<file path="config.mk">
export PLATFORM = sky130hd
export DESIGN_NAME = tmr_err_mon_flat
export DESIGN_NICKNAME = d
export VERILOG_FILES = /design/src/rtl/tmr_err_mon_if.sv /design/src/rtl/tmr_err_mon.sv /design/src/flat_wrapper.sv
export SDC_FILE = /design/constraint.sdc
export NUM_CORES = 1
export LEC_CHECK = 0
export CORE_ASPECT_RATIO = 0.5
export CORE_MARGIN = 5
export CORE_UTILIZATION = 45
export DETAILED_ROUTE_END_ITERATION = 8
export HOLD_SLACK_MARGIN = 0.05
export PLACE_DENSITY = 0.77
export SLEW_MARGIN = 15
export SYNTH_ARGS = -nofsm -noshare
export SYNTH_HDL_FRONTEND = slang
export SYNTH_SLANG_ARGS = --single-unit
</file>
<file path="constraint.sdc">
create_clock -name clk_i -period 2.61 [get_ports clk_i]
set_clock_uncertainty 0.15 [all_clocks]
set_input_delay 0.522 -clock clk_i [delete_from_list [all_inputs] [get_ports clk_i]]
set_output_delay 0.522 -clock clk_i [all_outputs]
set_load 0.01 [all_outputs]
</file>
<file path="src/rtl/tmr_err_mon_if.sv">
// Report channel between tmr_err_mon (master) and the slow-control/readout consumer (slave).
// Carries the valid/ready handshake plus the captured snapshot payload.
interface tmr_err_mon_if #(
    parameter int unsigned M    = 3,
    parameter int unsigned N    = 4,
    parameter int unsigned TS_W = 32
);
    logic              rep_valid_o;
    logic              rep_ready_i;
    logic [M*N-1:0]    rep_data_o;
    logic [M-1:0]      rep_mask_o;
    logic [TS_W-1:0]   rep_ts_o;

    modport master (
        output rep_valid_o,
        input  rep_ready_i,
        output rep_data_o,
        output rep_mask_o,
        output rep_ts_o
    );

    modport slave (
        input  rep_valid_o,
        output rep_ready_i,
        input  rep_data_o,
        input  rep_mask_o,
        input  rep_ts_o
    );
endinterface

</file>
<file path="src/rtl/tmr_err_mon.sv">
// TMR error monitor: attributes voter mismatches to the faulty copies, keeps saturating
// per-copy error counters and hands a snapshot of the first unreported event to readout.
// Optional feature macro: TMR_ERR_MON_TS_EN (free-running timestamp captured with each snapshot).
module tmr_err_mon #(
    parameter int unsigned M     = 3,
    parameter int unsigned N     = 4,
    parameter int unsigned CNT_W = 16,
    parameter int unsigned TS_W  = 32
) (
    input  logic               clk_i,
    input  logic               rst_n_i,
    input  logic               en_i,
    input  logic [M*N-1:0]     vtr_i,
    input  logic [N-1:0]       voted_i,
    input  logic               warn_i,
    input  logic               clr_i,
    output logic [M*CNT_W-1:0] err_cnt_o,
    output logic [CNT_W-1:0]   missed_o,
    tmr_err_mon_if.master      rep
);

    localparam logic [CNT_W-1:0] CNT_MAX = '1;

    typedef enum logic {IDLE, REPORT} state_t;

    state_t             state_q, state_d;
    logic               s0_valid_q, s0_valid_d;
    logic [M*N-1:0]     s0_vtr_q, s0_vtr_d;
    logic [N-1:0]       s0_voted_q, s0_voted_d;
    logic               s0_warn_q, s0_warn_d;
    logic [CNT_W-1:0]   cnt_q [M];
    logic [CNT_W-1:0]   cnt_d [M];
    logic [CNT_W-1:0]   missed_q, missed_d;
    logic               valid_q, valid_d;
    logic [M*N-1:0]     data_q, data_d;
    logic [M-1:0]       mask_q, mask_d;
    logic [M-1:0]       mask_c;
    logic               event_c;

`ifdef TMR_ERR_MON_TS_EN
    logic [TS_W-1:0]    ts_q, ts_d;
    logic [TS_W-1:0]    ts_cap_q, ts_cap_d;
`endif

    // Stage 0 input capture; valid follows the sample enable
    always_comb begin
        s0_valid_d = en_i;
        s0_vtr_d   = s0_vtr_q;
        s0_voted_d = s0_voted_q;
        s0_warn_d  = s0_warn_q;
        if (en_i) begin
            s0_vtr_d   = vtr_i;
            s0_voted_d = voted_i;
            s0_warn_d  = warn_i;
        end
    end

    // Stage 1 fault attribution: a copy is faulty if it differs from the voted word
    always_comb begin
        mask_c = '0;
        for (int k = 0; k < int'(M); k++) begin
            mask_c[k] = |(s0_vtr_q[k*N +: N] ^ s0_voted_q);
        end
        // warn with a clean mask still counts, exposing a broken voter warn path
        event_c = s0_valid_q & (s0_warn_q | (|mask_c));
    end

    // Counters, report FSM next state and snapshot capture; clear overrides everything
    always_comb begin
        state_d  = state_q;
        missed_d = missed_q;
        data_d   = data_q;
        mask_d   = mask_q;
        for (int k = 0; k < int'(M); k++) begin
            cnt_d[k] = cnt_q[k];
        end
`ifdef TMR_ERR_MON_TS_EN
        ts_d     = ts_q + TS_W'(1);
        ts_cap_d = ts_cap_q;
`endif
        if (clr_i) begin
            state_d  = IDLE;
            missed_d = '0;
            for (int k = 0; k < int'(M); k++) begin
                cnt_d[k] = '0;
            end
        end else begin
            if (event_c) begin
                for (int k = 0; k < int'(M); k++) begin
                    if (mask_c[k] && (cnt_q[k] != CNT_MAX)) begin
                        cnt_d[k] = cnt_q[k] + CNT_W'(1);
                    end
                end
            end
            unique case (state_q)
                IDLE: begin
                    if (event_c) begin
                        state_d = REPORT;
                        data_d  = s0_vtr_q;
                        mask_d  = mask_c;
`ifdef TMR_ERR_MON_TS_EN
                        ts_cap_d = ts_q;
`endif
                    end
                end
                REPORT: begin
                    if (rep.rep_ready_i) begin
                        // back-to-back: a new event on the handshake edge is captured, not missed
                        if (event_c) begin
                            data_d = s0_vtr_q;
                            mask_d = mask_c;
`ifdef TMR_ERR_MON_TS_EN
                            ts_cap_d = ts_q;
`endif
                        end else begin
                            state_d = IDLE;
                        end
                    end else if (event_c && (missed_q != CNT_MAX)) begin
                        missed_d = missed_q + CNT_W'(1);
                    end
                end
                default: state_d = IDLE;
            endcase
        end
        valid_d = (state_d == REPORT);
    end

    // State and pipeline registers
    always_ff @(posedge clk_i or negedge rst_n_i) begin
        if (!rst_n_i) begin
            state_q    <= IDLE;
            s0_valid_q <= 1'b0;
            s0_vtr_q   <= '0;
            s0_voted_q <= '0;
            s0_warn_q  <= 1'b0;
            missed_q   <= '0;
            valid_q    <= 1'b0;
            data_q     <= '0;
            mask_q     <= '0;
            for (int k = 0; k < int'(M); k++) begin
                cnt_q[k] <= '0;
            end
`ifdef TMR_ERR_MON_TS_EN
            ts_q       <= '0;
            ts_cap_q   <= '0;
`endif
        end else begin
            state_q    <= state_d;
            s0_valid_q <= s0_valid_d;
            s0_vtr_q   <= s0_vtr_d;
            s0_voted_q <= s0_voted_d;
            s0_warn_q  <= s0_warn_d;
            missed_q   <= missed_d;
            valid_q    <= valid_d;
            data_q     <= data_d;
            mask_q     <= mask_d;
            for (int k = 0; k < int'(M); k++) begin
                cnt_q[k] <= cnt_d[k];
            end
`ifdef TMR_ERR_MON_TS_EN
            ts_q       <= ts_d;
            ts_cap_q   <= ts_cap_d;
`endif
        end
    end

    // Flatten the per-copy counters onto the output bus
    always_comb begin
        err_cnt_o = '0;
        for (int k = 0; k < int'(M); k++) begin
            err_cnt_o[k*CNT_W +: CNT_W] = cnt_q[k];
        end
    end

    assign missed_o        = missed_q;
    assign rep.rep_valid_o = valid_q;
    assign rep.rep_data_o  = data_q;
    assign rep.rep_mask_o  = mask_q;
`ifdef TMR_ERR_MON_TS_EN
    assign rep.rep_ts_o    = ts_cap_q;
`else
    assign rep.rep_ts_o    = TS_W'(0);
`endif

endmodule
</file>
<file path="src/flat_wrapper.sv">
// flat-port wrapper written by rule: the top's interface ports become plain ports
module tmr_err_mon_flat 
#(
    parameter int unsigned M     = 3,
    parameter int unsigned N     = 4,
    parameter int unsigned CNT_W = 16,
    parameter int unsigned TS_W  = 32
)
  (clk_i, rst_n_i, en_i, vtr_i, voted_i, warn_i, clr_i, err_cnt_o, missed_o, rep_rep_valid_o, rep_rep_ready_i, rep_rep_data_o, rep_rep_mask_o, rep_rep_ts_o);
  tmr_err_mon_if #(.M(M), .N(N), .TS_W(TS_W)) rep_i ();
  input  logic clk_i;
  input  logic rst_n_i;
  input  logic en_i;
  input  logic [M*N-1:0] vtr_i;
  input  logic [N-1:0] voted_i;
  input  logic warn_i;
  input  logic clr_i;
  output logic [M*CNT_W-1:0] err_cnt_o;
  output logic [CNT_W-1:0] missed_o;
  output wire logic [$bits(rep_i.rep_valid_o)-1:0] rep_rep_valid_o;
  input wire logic [$bits(rep_i.rep_ready_i)-1:0] rep_rep_ready_i;
  output wire logic [$bits(rep_i.rep_data_o)-1:0] rep_rep_data_o;
  output wire logic [$bits(rep_i.rep_mask_o)-1:0] rep_rep_mask_o;
  output wire logic [$bits(rep_i.rep_ts_o)-1:0] rep_rep_ts_o;
  assign rep_rep_valid_o = rep_i.rep_valid_o;
  assign rep_i.rep_ready_i = rep_rep_ready_i;
  assign rep_rep_data_o = rep_i.rep_data_o;
  assign rep_rep_mask_o = rep_i.rep_mask_o;
  assign rep_rep_ts_o = rep_i.rep_ts_o;
  tmr_err_mon #(.M(M), .N(N), .CNT_W(CNT_W), .TS_W(TS_W)) u_core (.clk_i(clk_i), .rst_n_i(rst_n_i), .en_i(en_i), .vtr_i(vtr_i), .voted_i(voted_i), .warn_i(warn_i), .clr_i(clr_i), .err_cnt_o(err_cnt_o), .missed_o(missed_o), .rep(rep_i));
endmodule
</file>
==> flow_metrics.py <==
metrics = {
    "yosys": {
        "yosys-top-cells-count": "dfrtp_1 (98), nor2_1 (55), buf_4 (33)",
        "synth_area_leaders": "dfrtp_1 (47%), mux2_2 (6.2%), buf_4 (4.7%), xnor2_1 (4.4%), nor2_1 (3.9%)",
        "ys.flop_type": "dfrtp_1",
        "synth-edff-count": 0,
        "synth.avg_cell_area_sq_um": 10.4,
        "ys_seq_area_share_pct": 46.9,
        "syn-cell-area_sq_um": 5230,
        "synth.most_common_cell": "dfrtp_1",
        "yosys_warnings": 0,
        "ys_ff_latch": 98,
        "syn_inst": 501,
        "synth_largest_area_cell": "dfrtp_1",
        "async_flop_share_pct": 100,
        "synth_top_area_share_pct": 46.9,
        "synth_cell_types": 51,
    },
    "worst_setup_path": {
        "slowest_delay_ns": 0.60,
        "path_class": "reg2reg",
        "critPathMaxFanout": 15,
        "required_ns": 2.69,
        "r2r_start": "u_core.s0_voted_q[3]$_DFFE_PN0P_",
        "crit_chain": "xor2_1 > or4_4 > nor4_4 > or4b_1 > buf_12 > mux2_2",
        "cp_slowest_cell": "or4_4",
        "crit_family": "simple AND/OR/NAND/NOR gates",
        "worstSetupStartpointType": "flip-flop",
        "arrival_ns": 2.57,
        "crit_start": "u_core.s0_voted_q[3]$_DFFE_PN0P_",
        "path_buf_inv": 1,
        "worst_setup_path_end_kind": "flip-flop",
    },
    "route": {
        "initialDrtViolationCount": 297,
        "first_pass_iters": 4,
        "vias": 4150,
        "via_per_inst": 5.33,
        "route.detailed.drc": 0,
        "antenna_left": 0,
        "drt-total-wl_microns": 12600,
        "wl_per_cell_microns": 16.2,
    },
    "floorplanning": {
        "die_w_microns": 162,
        "ioPinCount": 134,
        "rows": 27,
        "dieHeight_microns": 86.3,
        "dieArea_sq_um": 14000,
        "initial_core_util_pct": 46.8,
        "core_area_sq_um": 11200,
    },
    "timing": {
        "tns_ns": 0,
        "max_slew.worst_pin.slew_ns": 0.783,
        "timing.final.ws_setup_ns": 0.113,
        "post-route-min-period_ns": 2.50,
        "setup_violations": 0,
        "max_freq_ghz": 0.401,
        "whs_ns": 0.363,
        "hold_violations": 0,
        "relSlewSlack_pct": 47.1,
        "rsz0062_at_grt": "false",
        "fin_crit_sh_pct": 95.7,
        "maxSlewViolCount": 0,
    },
    "clock_network": {
        "post_cts_resized": 0,
        "clk_latency_ns": 0.34,
        "clk_pin_slew_worst_paths_ns": 0.07,
        "ctsLongestPathBuffers": 2,
        "post_cts_buffers": 0,
        "cts_tree": "done",
        "h-tree-depth": 3,
        "cts_sinks": 98,
        "numCtsBuffers": 9,
        "root_buffer": "clkbuf_16",
    },
    "layout": {
        "drive_gt1_share_pct": 13.4,
        "diodes": 0,
        "area_delta_synth_final_pct": 28.3,
        "utilization_pct": 60.0,
        "fin_nets": 640,
        "fin_cells": 778,
    },
    "power": {
        "irDropWorstVdd_uv": 301,
        "p_sw_w": 0.000912,
        "p_sw_share_pct": 25.3,
        "pwr-share-comb_pct": 14.5,
        "seqPwrFrac_pct": 47.0,
        "clkPwrFrac_pct": 38.4,
        "p_per_area_nw_per_um2": 536,
        "internal-power_w": 0.00269,
        "power_leakage_nw": 2.70,
    },
    "grt": {
        "grt_max_degree": 49,
        "grtUsageTotal_pct": 18.4,
        "grt_pass1_wl_microns": 21000,
        "grt_overflow_total": 0,
        "first_global_vias": 4063,
        "antenna_found_initial": 0,
    },
    "placement": {
        "port_buffers": 101,
        "gp_congestion": 0.830,
        "pre_cts_ws_ns": 0.0752,
        "placed_cells": 761,
        "dp_hpwl_microns": 9070,
    },
    "hold_path": {
        "hp-class": "reg2reg",
        "worstHoldStart": "u_core.rep.rep_data_o[8]$_DFFE_PN0P_",
    },
    "outcome": {
        "status": "complete, no violations",
    },
    "run": {
        "cap_viol_max_count": 0,
    },
}
[cells by family after synthesis]
logic type	count (synthesis)	share of synthesized area [%]
DFF	98	46.9
muxes	43	9.88
buffers and inverters	56	6.86
AOI/OAI and AO/OA	51	6.91
other	1	0.0717
xor gates and xnor gates	45	7.53
adders and majority gates	4	0.957
and+or+nand+nor	203	20.9
[power by group through the flow]
stage	Combinational (W)	Clock, W	Sequential (W)
after CTS	0.000531	0.00142	0.00170
final	0.000524	0.00138	0.00169
after floorplan	0.000282	0	0.00173
after global placement	0.000514	0	0.00172
after global routing	0.000570	0.00148	0.00171
after detailed placement	0.000525	0	0.00172
[worst register-to-register path: stages (launching register included)]
cell,delay [ns]
dfrtp_1,0.43
xor2_1,0.21
or4_4,0.60
nor4_4,0.29
or4b_1,0.20
buf_12,0.17
mux2_2,0.35
[sequential cells by signal, indices dropped and copies added (netlist names)]
register               count
u_core.s0_voted_q          4
u_core.s0_valid_q          1
u_core.err_cnt_o          48
u_core.rep.rep_mask_o      3
u_core.s0_vtr_q           12
u_core.s0_warn_q           1
u_core.state_q             1
u_core.missed_o           16
u_core.rep.rep_data_o     12
[per-stage QoR]
| stage | power, W | area (sq um) |
|---|---|---|
| finish | 0.00360 | 6710 |
| global placement | 0.00223 | 6390 |
| floorplan | 0.00201 | 5350 |
| detailed placement | 0.00225 | 6390 |
| CTS | 0.00364 | 6710 |
| global route | 0.00376 | 6710 |
[worst paths after layout]
path	slack, ns	end	depth (start not counted)
max	0.11	u_core.rep.rep_data_o[0]$_DFFE_PN0P_	6
min	0.36	u_core.rep.rep_data_o[8]$_DFFE_PN0P_	1
max reg2reg	0.11	u_core.rep.rep_data_o[0]$_DFFE_PN0P_	6
min reg2reg	0.36	u_core.rep.rep_data_o[8]$_DFFE_PN0P_	1
max in group asynchronous	1.15	u_core.rep.rep_mask_o[0]$_DFFE_PN0P_	3
min in group asynchronous	0.49	u_core.err_cnt_o[20]$_DFFE_PN0P_	2
[cells in the final DEF, fill, tap and decap left out, types with 4 or more instances in the layout]
cell and count:
xnor2_1 26, nand4_1 24, ha_1 4, and3_1 7, o211ai_1 4, or3_1 5, o31ai_1 7, clkbuf_16 9
mux2_4 10, nand3_1 20, buf_4 17, or4_1 8, clkdlybuf4s50_1 99, dfrtp_1 98, a21oi_1 12, nor3_1 15
conb_1 32, nand2_1 23, and4_1 5, mux2_2 29, nor4_1 15, o21ai_0 10, mux2i_1 4, nor2_1 55
xor2_1 19, inv_1 6, nor2b_1 9
[routing by layer]
layer,part of all wire [%],up-vias,GRT usage [%]
met5,0,-,0
met1,45,2033,24.6
li1,-,1978,-
met4,1.4,0,4.99
met2,47,121,30.2
met3,6.4,18,4.66
[what timing repair did]
action                                  4_1_cts  5_1_grt
endpoints found under the hold margin        25        0
endpoints found under the setup margin        0        0
hold buffers                                  1        0
[layout make-up]
type | count | area, sq um
clock buffers | 11 | 253
clock inverters | 5 | 62.6
fillers | 939 | 4470
inverters | 7 | 26.3
multi-input cells | 378 | 2540
flip-flops and latches | 98 | 2450
well taps | 159 | 199
repair buffers | 120 | 1170
Power figures use the tool's default switching activity.
==> RTL edit: new RTL, config.mk and constraints unchanged <==
Reset style: synchronous (`rst_n_i`), changed in one clocked block.
--- a/src/rtl/tmr_err_mon.sv
+++ b/src/rtl/tmr_err_mon.sv
@@ -127,5 +127,5 @@
 
     // State and pipeline registers
-    always_ff @(posedge clk_i or negedge rst_n_i) begin
+    always_ff @(posedge clk_i) begin
         if (!rst_n_i) begin
             state_q    <= IDLE;
Formal check against the unedited RTL: differs if rst_n_i is asserted again (counterexample within 4 cycles, from zero or initial values and one cycle with rst_n_i low); with rst_n_i held inactive, the same outputs for 4 cycles.
==> RTL edit against the original RTL <==
Sequential power fell by 8%; worst setup slack improved by 0.14 ns; count of clock-buffer cells in the layout fell by 2; design area fell by 5.8%; sequential cell count did not move; area after synthesis fell by 5.7%; routed wire length fell by 9.7%; total power fell by 12%; cell count rose by 4.6%; largest power group unchanged; highest routed layer unchanged.
==> RTL edit: results (changes against the original RTL) <==
Cells and area
  • Final nets: 690 (+7.8%)
  • Ratio of cells with drive above 1 in the final layout: 7.32% (-6.1 points)

Setup path
  • Worst EP arrival: 2.43 ns (-0.14 ns)
  • Largest fanout of any net on the critical path: 8 (-7)
  • Critical path's slowest cell: a211oi_1
  • Largest stage delay, worst path: 0.76 ns (+0.16 ns)

Global routing
  • Number of global-route vias before repair: 3938 (-3.1%)
  • Overall Global Routing Usage: 17.1% (-1.3 points)
  • Met1 usage: 22.8% (-1.9 points)
  • GR met2 Demand/Resource: 28.6% (-1.6 points)
  • Wire length of the first global-routing pass: 19000 um (-9.2%)
  • Largest net degree at the start of global routing: 62 (+27%)

Logic synthesis
  • Most used flip-flop cell after synthesis: dfxtp_1
  • Top post-synthesis cells by area: dfxtp_1, mux2i_1, buf_4
  • Avg Inst Size Synth: 8.74 sq um (-16%)

Drt
  • WL met3: 577 um (-29%)
  • Met2 WL post-DR: 5440 um (-8.0%)
  • Routed metal-1 wirelength: 5310 um (-7.0%)
  • Number of DRC violations after detailed-routing iteration 0: 198 (-33%)
  • Mean routed wirelength per cell: 14.0 um (-14%)
  • Post-detailed-route via-to-cell ratio: 5.32 (-0.23%)
  • Routed WL: 11400 um (-9.7%)

Status
  • Run status: complete, no violations

Placed design
  • Number of cells in the design after placement: 798 (+4.9%)
  • HPWL reported at the end of detailed placement: 8260 um (-8.9%)

STA
  • Worst path setup slack after routing: 0.258 ns (+0.144 ns)
  • Relative slew slack: 38.3% (-8.9 points)
  • Smallest hold slack: 0.307 ns (-0.0562 ns)

Pwr
  • Switch share: 24.4% (-0.97 points)
  • Share of power burned in registers: 48.9% (+1.9 points)
  • Sequential cell power: 1.55 mW (-8%)
-- RTL edit: cell types whose count changed in the layout (fill, tap and decap cells not counted), sizes merged, moves of 10 or more --
cell | before | now
dfrtp | 98 | 0
dfxtp | 0 | 98
mux2 | 39 | 0
a21oi | 12 | 36
nand2 | 23 | 60
nand4 | 24 | 14
mux2i | 4 | 34
nor2 | 55 | 45
nor2b | 9 | 19
-- RTL edit: cell type report --
cell class	count	area [sq um]
clock buffer	9	225
tap	145	181
clock inverter	7	77.6
sequential	98	1960
fill	989	4520
multi-input combinational	435	2720
inverter	6	22.5
timing repair buffer	114	1130
-- RTL edit: worst paths after layout --
check                                           to                                  start  cells past startpoint
min reg2reg  u_core.rep.rep_data_o[5]$_SDFFE_PN0P_  u_core.rep.rep_data_o[5]$_SDFFE_PN0P_                      2
max reg2reg       u_core.cnt_q[0][19]$_SDFFE_PP0P_      u_core.s0_voted_q[0]$_SDFFE_PN0P_                      5
max               u_core.cnt_q[0][19]$_SDFFE_PP0P_      u_core.s0_voted_q[0]$_SDFFE_PN0P_                      5
min          u_core.rep.rep_data_o[5]$_SDFFE_PN0P_  u_core.rep.rep_data_o[5]$_SDFFE_PN0P_                      2
-- RTL edit: kinds of logic after synthesis --
| logic type | count (synthesis) | synth area share [%] |
|---|---|---|
| adder cells (fa/ha/maj) | 4 | 1.01 |
| flip-flops | 98 | 39.7 |
| multiplexers | 34 | 6.89 |
| AO/OA/AOI/OAI | 89 | 12.3 |
| buffers and inverters | 63 | 7.55 |
| XOR/XNOR | 36 | 6.39 |
| other | 1 | 0.0760 |
| AND/OR/NAND/NOR | 240 | 26.0 |
-- RTL edit: critical path: cells and delay by family (launching register included) --
family	cells	cell delay, ns
compound gates	4	1.38
flops	1	0.41
xor+xnor	1	0.30
